File: config.mk
export PLATFORM = sky130hd
export DESIGN_NAME = cas_recorder
export DESIGN_NICKNAME = d
export VERILOG_FILES = /design/src/rtl/cas_pkg.sv /design/src/rtl/cas_period_meter.sv /design/src/rtl/cas_recorder.sv
export SDC_FILE = /design/constraint.sdc
export NUM_CORES = 1
export LEC_CHECK = 0
export CORE_MARGIN = 5
export CORE_UTILIZATION = 50
export CTS_CLUSTER_DIAMETER = 100
export DETAILED_ROUTE_END_ITERATION = 10
export PLACE_DENSITY = 0.79
export SKIP_LAST_GASP = 1
export SYNTH_ARGS = -nofsm -noshare
export SYNTH_HDL_FRONTEND = slang
export SYNTH_SLANG_ARGS = --single-unit
File: constraint.sdc
create_clock -name clk -period 2.6 [get_ports clk]
set_clock_uncertainty 0.1 [all_clocks]
set_input_delay 0.52 -clock clk [delete_from_list [all_inputs] [get_ports clk]]
set_output_delay 0.52 -clock clk [all_outputs]
set_load 0.05 [all_outputs]
File: src/rtl/cas_pkg.sv
// Shared definitions for the MSX cassette recorder and player: FSM states,
// the 8-byte CAS block header and default FSK timing thresholds.
package cas_pkg;

   typedef enum logic [2:0] {
      IDLE       = 3'd0,
      SYNC       = 3'd1,
      HDR        = 3'd2,
      WAIT_START = 3'd3,
      DATA       = 3'd4,
      STOP       = 3'd5
   } cas_state_t;

   localparam logic [7:0] CAS_HDR [8] = '{
      8'h1F, 8'hA6, 8'hDE, 8'hBA, 8'hCC, 8'h13, 8'h7D, 8'h74
   };

   localparam int SHORT_MAX_DEF = 3356;
   localparam int MIN_CYC_DEF   = 1000;
   localparam int SYNC_CNT_DEF  = 256;

endpackage

File: src/rtl/cas_period_meter.sv
// Measures the length of each cas_in cycle (rising edge to rising edge) in
// ce_5m3 ticks, filters glitches and classifies cycles as short or long.
module cas_period_meter
   import cas_pkg::*;
#(
   parameter int SHORT_MAX = SHORT_MAX_DEF,
   parameter int MIN_CYC   = MIN_CYC_DEF
) (
   input  logic clk,
   input  logic reset,
   input  logic ce_5m3,
   input  logic cas_in,
   output logic cyc_valid,
   output logic cyc_short,
   output logic gap
);

   localparam logic [12:0] CNT_SAT   = 13'h1FFF;
   localparam logic [12:0] MIN_LEN   = 13'(MIN_CYC);
   localparam logic [12:0] SHORT_LEN = 13'(SHORT_MAX);

   logic        sync_1;
   logic        sync_2;
   logic        level_q;
   logic [12:0] cnt;
   logic        rise;

   assign rise = sync_2 & ~level_q;

   always_ff @(posedge clk) begin
      if (reset) begin
         sync_1    <= 1'b0;
         sync_2    <= 1'b0;
         level_q   <= 1'b0;
         cnt       <= '0;
         cyc_valid <= 1'b0;
         cyc_short <= 1'b0;
         gap       <= 1'b0;
      end else begin
         sync_1    <= cas_in;
         sync_2    <= sync_1;
         level_q   <= sync_2;
         cyc_valid <= 1'b0;
         gap       <= 1'b0;
         // An edge arriving too early is a glitch: it neither restarts nor
         // reports, so the surrounding cycle is still measured end to end.
         if (rise && cnt >= MIN_LEN) begin
            cyc_valid <= 1'b1;
            cyc_short <= (cnt <= SHORT_LEN);
            cnt       <= '0;
         end else if (ce_5m3 && cnt != CNT_SAT) begin
            cnt <= cnt + 13'd1;
            gap <= (cnt == CNT_SAT - 13'd1);
         end
      end
   end

endmodule

File: src/rtl/cas_recorder.sv
// Decodes MSX 1200-baud FSK from cas_in into a CAS byte stream and writes it
// to an external buffer through a 2-entry FIFO and a ram_wr/ready handshake.
module cas_recorder
   import cas_pkg::*;
#(
   parameter int SHORT_MAX = SHORT_MAX_DEF,
   parameter int MIN_CYC   = MIN_CYC_DEF,
   parameter int SYNC_CNT  = SYNC_CNT_DEF
) (
   input  logic        clk,
   input  logic        reset,
   input  logic        ce_5m3,
   input  logic        record,
   input  logic        cas_in,
   input  logic        rewind,
   output logic [26:0] ram_a,
   output logic [7:0]  ram_do,
   output logic        ram_wr,
   input  logic        buff_mem_ready,
   output logic [26:0] rec_len,
   output logic        overrun,
   output cas_state_t  state
);

   localparam int SW = $clog2(SYNC_CNT + 1);

   logic cyc_valid;
   logic cyc_short;
   logic gap;
   logic is_short;
   logic is_long;

   cas_period_meter #(
      .SHORT_MAX (SHORT_MAX),
      .MIN_CYC   (MIN_CYC)
   ) u_meter (
      .clk       (clk),
      .reset     (reset),
      .ce_5m3    (ce_5m3),
      .cas_in    (cas_in),
      .cyc_valid (cyc_valid),
      .cyc_short (cyc_short),
      .gap       (gap)
   );

   assign is_short = cyc_valid & cyc_short;
   assign is_long  = cyc_valid & ~cyc_short;

   cas_state_t    state_q, state_d;
   logic [SW-1:0] sync_q, sync_d;
   logic [2:0]    hdr_q, hdr_d;
   logic [2:0]    bit_q, bit_d;
   logic [7:0]    shift_q, shift_d;
   logic          half_q, half_d;
   logic [1:0]    stop_q, stop_d;
   logic          push;
   logic [7:0]    push_data;

   logic [7:0] mem [2];
   logic       rd_q;
   logic       wr_ptr_q;
   logic [1:0] count_q;
   logic       wr_q;
   logic       rew_pend_q;
   logic       full;
   logic       pop;
   logic       accept;
   logic       ovf;
   logic       clear;
   logic [2:0] tail_lo;

   assign state  = state_q;
   assign ram_wr = wr_q;
   assign ram_do = mem[rd_q];

   // Handshake: ram_wr high means ram_a/ram_do hold a valid byte and stay
   // frozen; the byte is taken on the first clk where buff_mem_ready is also
   // high, after which ram_wr drops for one clk and ram_a advances.
   assign full    = (count_q == 2'd2);
   assign pop     = wr_q & buff_mem_ready;
   assign accept  = push & (~full | pop);
   assign ovf     = push & full & ~pop;
   assign clear   = (rewind | rew_pend_q) & (count_q == 2'd0) & ~wr_q;
   assign tail_lo = ram_a[2:0] + {1'b0, count_q};

   always_ff @(posedge clk) begin
      if (reset) begin
         state_q <= IDLE;
         sync_q  <= '0;
         hdr_q   <= '0;
         bit_q   <= '0;
         shift_q <= '0;
         half_q  <= 1'b0;
         stop_q  <= '0;
      end else begin
         state_q <= state_d;
         sync_q  <= sync_d;
         hdr_q   <= hdr_d;
         bit_q   <= bit_d;
         shift_q <= shift_d;
         half_q  <= half_d;
         stop_q  <= stop_d;
      end
   end

   always_comb begin
      state_d   = state_q;
      sync_d    = sync_q;
      hdr_d     = hdr_q;
      bit_d     = bit_q;
      shift_d   = shift_q;
      half_d    = half_q;
      stop_d    = stop_q;
      push      = 1'b0;
      push_data = 8'h00;
      if (!record) begin
         state_d = IDLE;
      end else begin
         unique case (state_q)
            IDLE: begin
               state_d = SYNC;
               sync_d  = '0;
            end
            SYNC: begin
               if (is_short) begin
                  if (sync_q == SW'(SYNC_CNT - 1)) begin
                     state_d = HDR;
                     hdr_d   = '0;
                  end else begin
                     sync_d = sync_q + SW'(1);
                  end
               end else if (is_long || gap) begin
                  sync_d = '0;
               end
            end
            HDR: begin
               // Pad to an 8-byte boundary of the address the next push lands on.
               if (!full) begin
                  push = 1'b1;
                  if (hdr_q == 3'd0 && tail_lo != 3'd0) begin
                     push_data = 8'h00;
                  end else begin
                     push_data = CAS_HDR[hdr_q];
                     hdr_d     = hdr_q + 3'd1;
                     if (hdr_q == 3'd7) state_d = WAIT_START;
                  end
               end
            end
            WAIT_START: begin
               if (gap) begin
                  state_d = SYNC;
                  sync_d  = '0;
               end else if (is_long) begin
                  state_d = DATA;
                  bit_d   = '0;
                  half_d  = 1'b0;
               end
            end
            DATA: begin
               if (gap || (is_long && half_q)) begin
                  state_d = SYNC;
                  sync_d  = '0;
               end else if (is_long || (is_short && half_q)) begin
                  shift_d = {is_short, shift_q[7:1]};
                  half_d  = 1'b0;
                  bit_d   = bit_q + 3'd1;
                  if (bit_q == 3'd7) begin
                     state_d = STOP;
                     stop_d  = '0;
                  end
               end else if (is_short) begin
                  half_d = 1'b1;
               end
            end
            STOP: begin
               if (gap || is_long) begin
                  state_d = SYNC;
                  sync_d  = '0;
               end else if (is_short) begin
                  stop_d = stop_q + 2'd1;
                  if (stop_q == 2'd3) begin
                     push      = 1'b1;
                     push_data = shift_q;
                     state_d   = WAIT_START;
                  end
               end
            end
            default: state_d = IDLE;
         endcase
      end
   end

   always_ff @(posedge clk) begin
      if (reset) begin
         mem[0]     <= 8'h00;
         mem[1]     <= 8'h00;
         rd_q       <= 1'b0;
         wr_ptr_q   <= 1'b0;
         count_q    <= 2'd0;
         wr_q       <= 1'b0;
         ram_a      <= '0;
         rec_len    <= '0;
         overrun    <= 1'b0;
         rew_pend_q <= 1'b0;
      end else begin
         if (accept) begin
            mem[wr_ptr_q] <= push_data;
            wr_ptr_q      <= ~wr_ptr_q;
         end
         if (pop) begin
            rd_q    <= ~rd_q;
            ram_a   <= ram_a + 27'd1;
            rec_len <= ram_a + 27'd1;
         end
         case ({accept, pop})
            2'b10:   count_q <= count_q + 2'd1;
            2'b01:   count_q <= count_q - 2'd1;
            default: count_q <= count_q;
         endcase
         if (pop) wr_q <= 1'b0;
         else if (count_q != 2'd0) wr_q <= 1'b1;
         // Rewind waits until the buffer side is quiet so no write straddles it.
         if (clear) begin
            ram_a      <= '0;
            rec_len    <= '0;
            overrun    <= 1'b0;
            rew_pend_q <= 1'b0;
         end else if (rewind) begin
            rew_pend_q <= 1'b1;
         end
         if (ovf) overrun <= 1'b1;
      end
   end

endmodule

==> out/metrics.yaml, run 1 <==
setup_path:
  arrival_ps: 2710
  endpoint_kind: "register"
  max_stage_delay_ps: 380
  crit_slowest_cell: "or3b_1"
  r2r-end: "hdr_q[0]"
  timing.rr.start: "sync_q[1]"
  setup.worst_path.start: "sync_q[1]"
  cpMostUsedCell: "and3_1"
  path_max_fanout: 4
  crit_cells: 10
  cp_top_family: "simple AND/OR/NAND/NOR gates"
  critPathRequiredTime_ps: 2780
  rr_worst_depth: 10
  crit_type: "reg -> reg"
  ff2ff_setup_slack_ps: 70
  cp_num_buf_inv: 0
  crit_path_end: "hdr_q[0]"
  crit_chain: "ha_4 -> and3_4 -> and3_1 -> and3_1 -> ha_2 -> or3b_1 -> a21oi_2 -> nor2b_2 -> and2_4 -> o31ai_4"
  worstSetupStartpointType: "register"
cts:
  cts_tree: "yes"
  clock_latency_ps: 360
  clock_path_buffers: 2
  ctsHtreeMaxLevel: 3
  cts.sinks: 99
  cts_root_buf: "clkbuf_8"
  cts_buffers: 9
  clk_pin_slew_ps: 90
synthesis:
  synth_mux_area_share_pct: 4.08
  ys_ff_latch: 99
  synth_top_family_by_area: "simple AND/OR/NAND/NOR gates"
  synth_area_leaders: "dfxtp_1 (31%), edfxtp_1 (8.9%), nor2_1 (6.1%), xor2_1 (4.9%), ha_1 (3.9%)"
  syn_area_um2: 5400
  synthAdderAreaFrac_pct: 4.31
  synth_area_leader_cell: "dfxtp_1"
  synthSimpleGateAreaFrac_pct: 26.2
  yosysWarnings: 0
  synthArstFlopShare_pct: 0
  synth-compound-area-share_pct: 12.4
  synthXorXnorAreaFrac_pct: 6.33
  synth_ff_type: "dfxtp_1"
  synth.top_cell.area_share_pct: 30.8
  synth_nets: 629
  synth_edf_count: 16
  seq_area_frac_synth_pct: 39.7
  synth_cells: 604
  avgSynthCellArea_um2: 8.94
  synth_cell_types: 71
timing:
  fin_crit_sh_pct: 97.3
  min_period_ps: 2530
  timing_hold_violations_final: 0
  tightest_slew_ps: 652
  setup_viol: 0
  finalWorstSetupSlack_ps: 70.6
  slew_violations: 0
  fmax_ghz: 0.395
  slew_headroom_pct: 56.2
placed_design:
  post-place-ws_ps: -119
  io_buffers: 73
  place_congestion: 0.840
  dp_hpwl_mm: 8.86
run_status:
  outcome: "complete, no violations"
global_routing:
  grt_pass1_vias: 4309
  grt_overflow: 0
  antenna_found_initial: 0
  grt_usage_pct: 18.5
  grt_pass1_wl_mm: 19.8
  grt_max_degree: 29
die:
  dieWidth_um: 114
  rows: 38
  fp.coreArea_um2: 10700
  dieArea_um2: 13000
  start_util_pct: 50.5
  ioPinCount: 74
  fp.dieH_um: 114
flow_run:
  maxCapViolCount: 0
cells_and_area:
  fin_nets: 694
  layout_commonest_cell: "nor2_1"
  drive_gt1_share_pct: 12.3
  num_antenna_cells: 0
  finalCoreUtilization_pct: 60.2
  areaGrowthSynthToFinish_pct: 19.3
  most-common-layout-cells: "nor2_1 (88), dfxtp_1 (80), clkdlybuf4s50_1 (64)"
pwr:
  power.density_nw_per_um2: 427
  p_leak_nw: 2.29
  ir_drop_mv: 0.270
worst_hold_path:
  hold_path.class: "reg -> reg"
drt:
  drtAntennaViolNets: 0
  drcViolationCount: 0
  drt_first_pass_iters: 5
  wl_per_cell_um: 14.6
  drt_iter0_markers: 272
  vias: 4520
  vias_per_cell: 5.55
  routed_wl_mm: 11.9
power by group:
part | switching (W) | internal [W]
registers | 0.00000772 | 0.00157
clock network | 0.000516 | 0.000477
logic | 0.000117 | 0.0000655
total | 0.000641 | 0.00211
Yosys cell counts (3+ instances only):
library cell  count
a21boi_0          3
a21o_1            3
a21oi_1          17
a22oi_1           8
a31oi_1           5
and2_1            8
and3_1           10
and4_1            5
buf_2             6
buf_4            28
buf_6             3
clkbuf_1         10
dfxtp_1          83
edfxtp_1         16
ha_1             17
inv_1            14
mux2_2            8
mux2i_1          13
nand2_1          44
nand2b_1         16
nand3_1          23
nand3b_1          5
nand4_1          16
nor2_1           88
nor2b_1          10
nor3_1           12
nor3b_1           4
nor3b_2           3
o21ai_0          26
o21ai_1           3
o31ai_1           6
or3b_1            3
xnor2_1           9
xor2_1           30
metrics by stage:
stage	power [W]	instance area (um2)	hold slack, ps	setup TNS [ps]	cells
after floorplan	0.00174	5400	314	0	604
after global placement	0.00179	6190	320	0	795
after detailed placement	0.00179	6190	338	-152	795
after CTS	0.00276	6380	357	-7.39	811
after global routing	0.00286	6440	373	-23.0	814
final	0.00275	6440	354	0	814
routing by layer:
metal | up-vias | share of wire, % | wire [um] | GRT usage (%)
li1 | 2228 | - | - | -
met1 | 2119 | 42 | 5030 | 22.9
met2 | 154 | 49 | 5810 | 31.7
met3 | 19 | 7.0 | 827 | 4.30
met4 | 0 | 1.6 | 184 | 5.86
met5 | - | 0 | 0 | 0
what timing repair did:
item	in CTS	in global routing
setup buffers	0	3
pin swaps	0	5
hold buffers	0	0
setup endpoints to repair	10	9
gates resized for setup	10	11
logic make-up (layout without fill, tap and decap cells):
group	Yosys count	count (layout)
AO/OA/AOI/OAI	98	98
XOR/XNOR	39	39
adder cells (fa/ha/maj)	18	18
buffers and inverters	65	135
flip-flops	99	99
multiplexers	21	21
AND/OR/NAND/NOR	264	264
state kept, by name, summed over array words and instances, names as in the netlist, named ones only:
register	cells
u_meter.cnt	13
rew_pend_q	1
sync_q	9
rec_len	27
u_meter.level_q	1
half_q	1
stop_q	2
state	3
count_q	2
rd_q	1
bit_q	3
mem	16
wr_ptr_q	1
u_meter.gap	1
shift_q	8
ram_wr	1
u_meter.sync_1	1
overrun	1
hdr_q	3
u_meter.cyc_valid	1
u_meter.sync_2	1
u_meter.cyc_short	1
area by class of cell:
type                            count  area (um2)
Timing Repair Buffer              103         941
Inverter                           16        60.1
Tap cell                          140         175
Fill cell                         911        4260
Multi-Input combinational cell    440        2920
Sequential cell                    99        2150
Clock buffer                       12         146
Clock inverter                      4        48.8
worst min-delay path by stage:
| stage | cells past startpoint | slack [ps] | endpoint | startpoint |
|---|---|---|---|---|
| after CTS | 1 | 360 | u_meter.sync_2 | u_meter.sync_1 |
| after global routing | 1 | 370 | u_meter.sync_2 | u_meter.sync_1 |
| after global placement | 1 | 320 | u_meter.sync_2 | u_meter.sync_1 |
| after floorplan | 1 | 310 | u_meter.sync_2 | u_meter.sync_1 |
| final | 1 | 350 | u_meter.sync_2 | u_meter.sync_1 |
| after detailed placement | 1 | 340 | u_meter.sync_2 | u_meter.sync_1 |
(Power assumes the default switching activity.)
==> run 2, diff against run 1 <==
- CORE_ASPECT_RATIO: not set -> 0.6
- CTS_CLUSTER_DIAMETER: 100 -> 120
==> run 2 against run 1 <==
Effect of this change: fmax grew 1.4%; clock-buffer cell count fell by 3; combinational power about the same; critical path depth rose by 1; cell count decreased by 0.74%; sequential power about the same; routed wire length rose by 5.4%; sequential cell count stayed put.
==> out/metrics.yaml, run 2 (synthesis gave the netlist of run 1 again) <==
run_status:
  outcome: "complete, no violations"
pwr:
  p_leak_nw: 2.29
  power.density_nw_per_um2: 465
  ir_drop_mv: 0.362
worst_hold_path:
  hold_path.class: "reg -> reg"
die:
  ioPinCount: 74
  fp.dieH_um: 90.5
  start_util_pct: 51.1
  dieWidth_um: 144
  rows: 29
  fp.coreArea_um2: 10600
  dieArea_um2: 13000
cts:
  clock_path_buffers: 2
  postCtsHoldBufs: 0
  cts_buffers: 9
  cts.sinks: 99
  ctsHtreeMaxLevel: 3
  cts_root_buf: "clkbuf_16"
  clock_latency_ps: 350
  cts_setup_buffers: 0
  cts_tree: "yes"
  clk_pin_slew_ps: 70
global_routing:
  grt_pass1_wl_mm: 21.3
  antenna_found_initial: 0
  grt_usage_pct: 19.8
  grt_pass1_vias: 4305
  grt_overflow: 0
  grt_max_degree: 53
timing:
  slew_headroom_pct: 54.5
  min_period_ps: 2500
  fin_crit_sh_pct: 96.0
  tns_ps: 0
  setup_viol: 0
  rsz0062_at_grt: "false"
  tightest_slew_ps: 677
  timing_hold_violations_final: 0
  slew_violations: 0
  hold_slack_ps: 358
  fmax_ghz: 0.401
cells_and_area:
  regMostFlops: "rec_len"
  largestRegisters: "rec_len x27, mem x16, u_meter.cnt x13"
  areaGrowthSynthToFinish_pct: 19.9
  largest_register_ffs: 27
  drive_gt1_share_pct: 11.5
  finalNonFillerCells: 808
  seqCellArea_um2: 2150
  fill_cells: 854
  finalCoreUtilization_pct: 61.3
  multi_input_area_um2: 2900
  fin_nets: 689
  layout_commonest_cell: "nor2_1"
  num_antenna_cells: 0
  finalInstanceArea_um2: 6480
  most-common-layout-cells: "nor2_1 (88), dfxtp_1 (80), clkdlybuf4s50_1 (65)"
drt:
  route.met3.wl_um: 777
  vias_per_cell: 5.50
  drt_iter0_markers: 469
  vias: 4448
  top_layer_used: "met4"
  drt_first_pass_iters: 5
  met1_length_mm: 6.14
  drtAntennaViolNets: 0
  dr_wl_met2_mm: 5.42
  drcViolationCount: 0
  routed_wl_mm: 12.5
  wl_per_cell_um: 15.5
placed_design:
  dp_hpwl_mm: 9.26
  place_inst: 792
  io_buffers: 73
  place_area_um2: 6190
  place_congestion: 0.902
setup_path:
  crit_type: "reg -> reg"
  endpoint_kind: "register"
  path_max_fanout: 5
  worstSetupStartpointType: "register"
  critPathRequiredTime_ps: 2730
  arrival_ps: 2630
flow_run:
  maxCapViolCount: 0
-- run 2: critical path, cell delays in order, from the launching register on --
cell,delay (ps)
dfxtp_2,360
ha_2,200
and3_4,210
and3_1,180
and3_1,160
ha_2,210
or3b_1,140
a21oi_2,60
buf_4,140
a31o_2,220
o311ai_0,310
nand2_1,90
-- run 2: per-stage QoR --
step                power [W]  setup WS, ps
detailed placement    0.00180          10.8
CTS                   0.00302          13.2
global route          0.00311          10.1
finish                0.00301           104
floorplan             0.00174          24.6
global placement      0.00179          75.8
-- run 2: power breakdown --
group | switching [W] | internal (W) | leakage (nW) | total [W]
Combinational | 0.000117 | 0.0000671 | 1.32 | 0.000184
Clock | 0.000593 | 0.000654 | 0.137 | 0.00125
Sequential | 0.00000943 | 0.00157 | 0.836 | 0.00158
Total | 0.000719 | 0.00229 | 2.29 | 0.00301
-- run 2: layout make-up --
class	count	share of cell area, %
multi-input combinational	440	44.8
sequential	99	33.1
timing repair buffer	98	14.2
clock buffer	9	3.48
tap	139	2.68
inverter	16	0.927
clock inverter	7	0.753
-- run 2: metal layers --
layer | up-vias | GRT usage, %
met4 | 0 | 5.36
met1 | 2063 | 28.9
li1 | 2217 | -
met2 | 148 | 28.5
met5 | - | 0
met3 | 20 | 5.50
-- run 2: final timing paths --
kind | slack, ps | start | end | cells past startpoint
setup reg to reg | 100 | sync_q[1] | state[1] | 11
setup / recovery | 100 | sync_q[1] | state[1] | 11
hold reg to reg | 360 | u_meter.sync_1 | u_meter.sync_2 | 1
hold / removal | 360 | u_meter.sync_1 | u_meter.sync_2 | 1
-- run 2: what timing repair did --
item / in CTS / in global routing
gates resized for setup: 9 / 6
pin swaps: 0 / 0
setup endpoints to repair: 10 / 7
gates cloned: 0 / 0
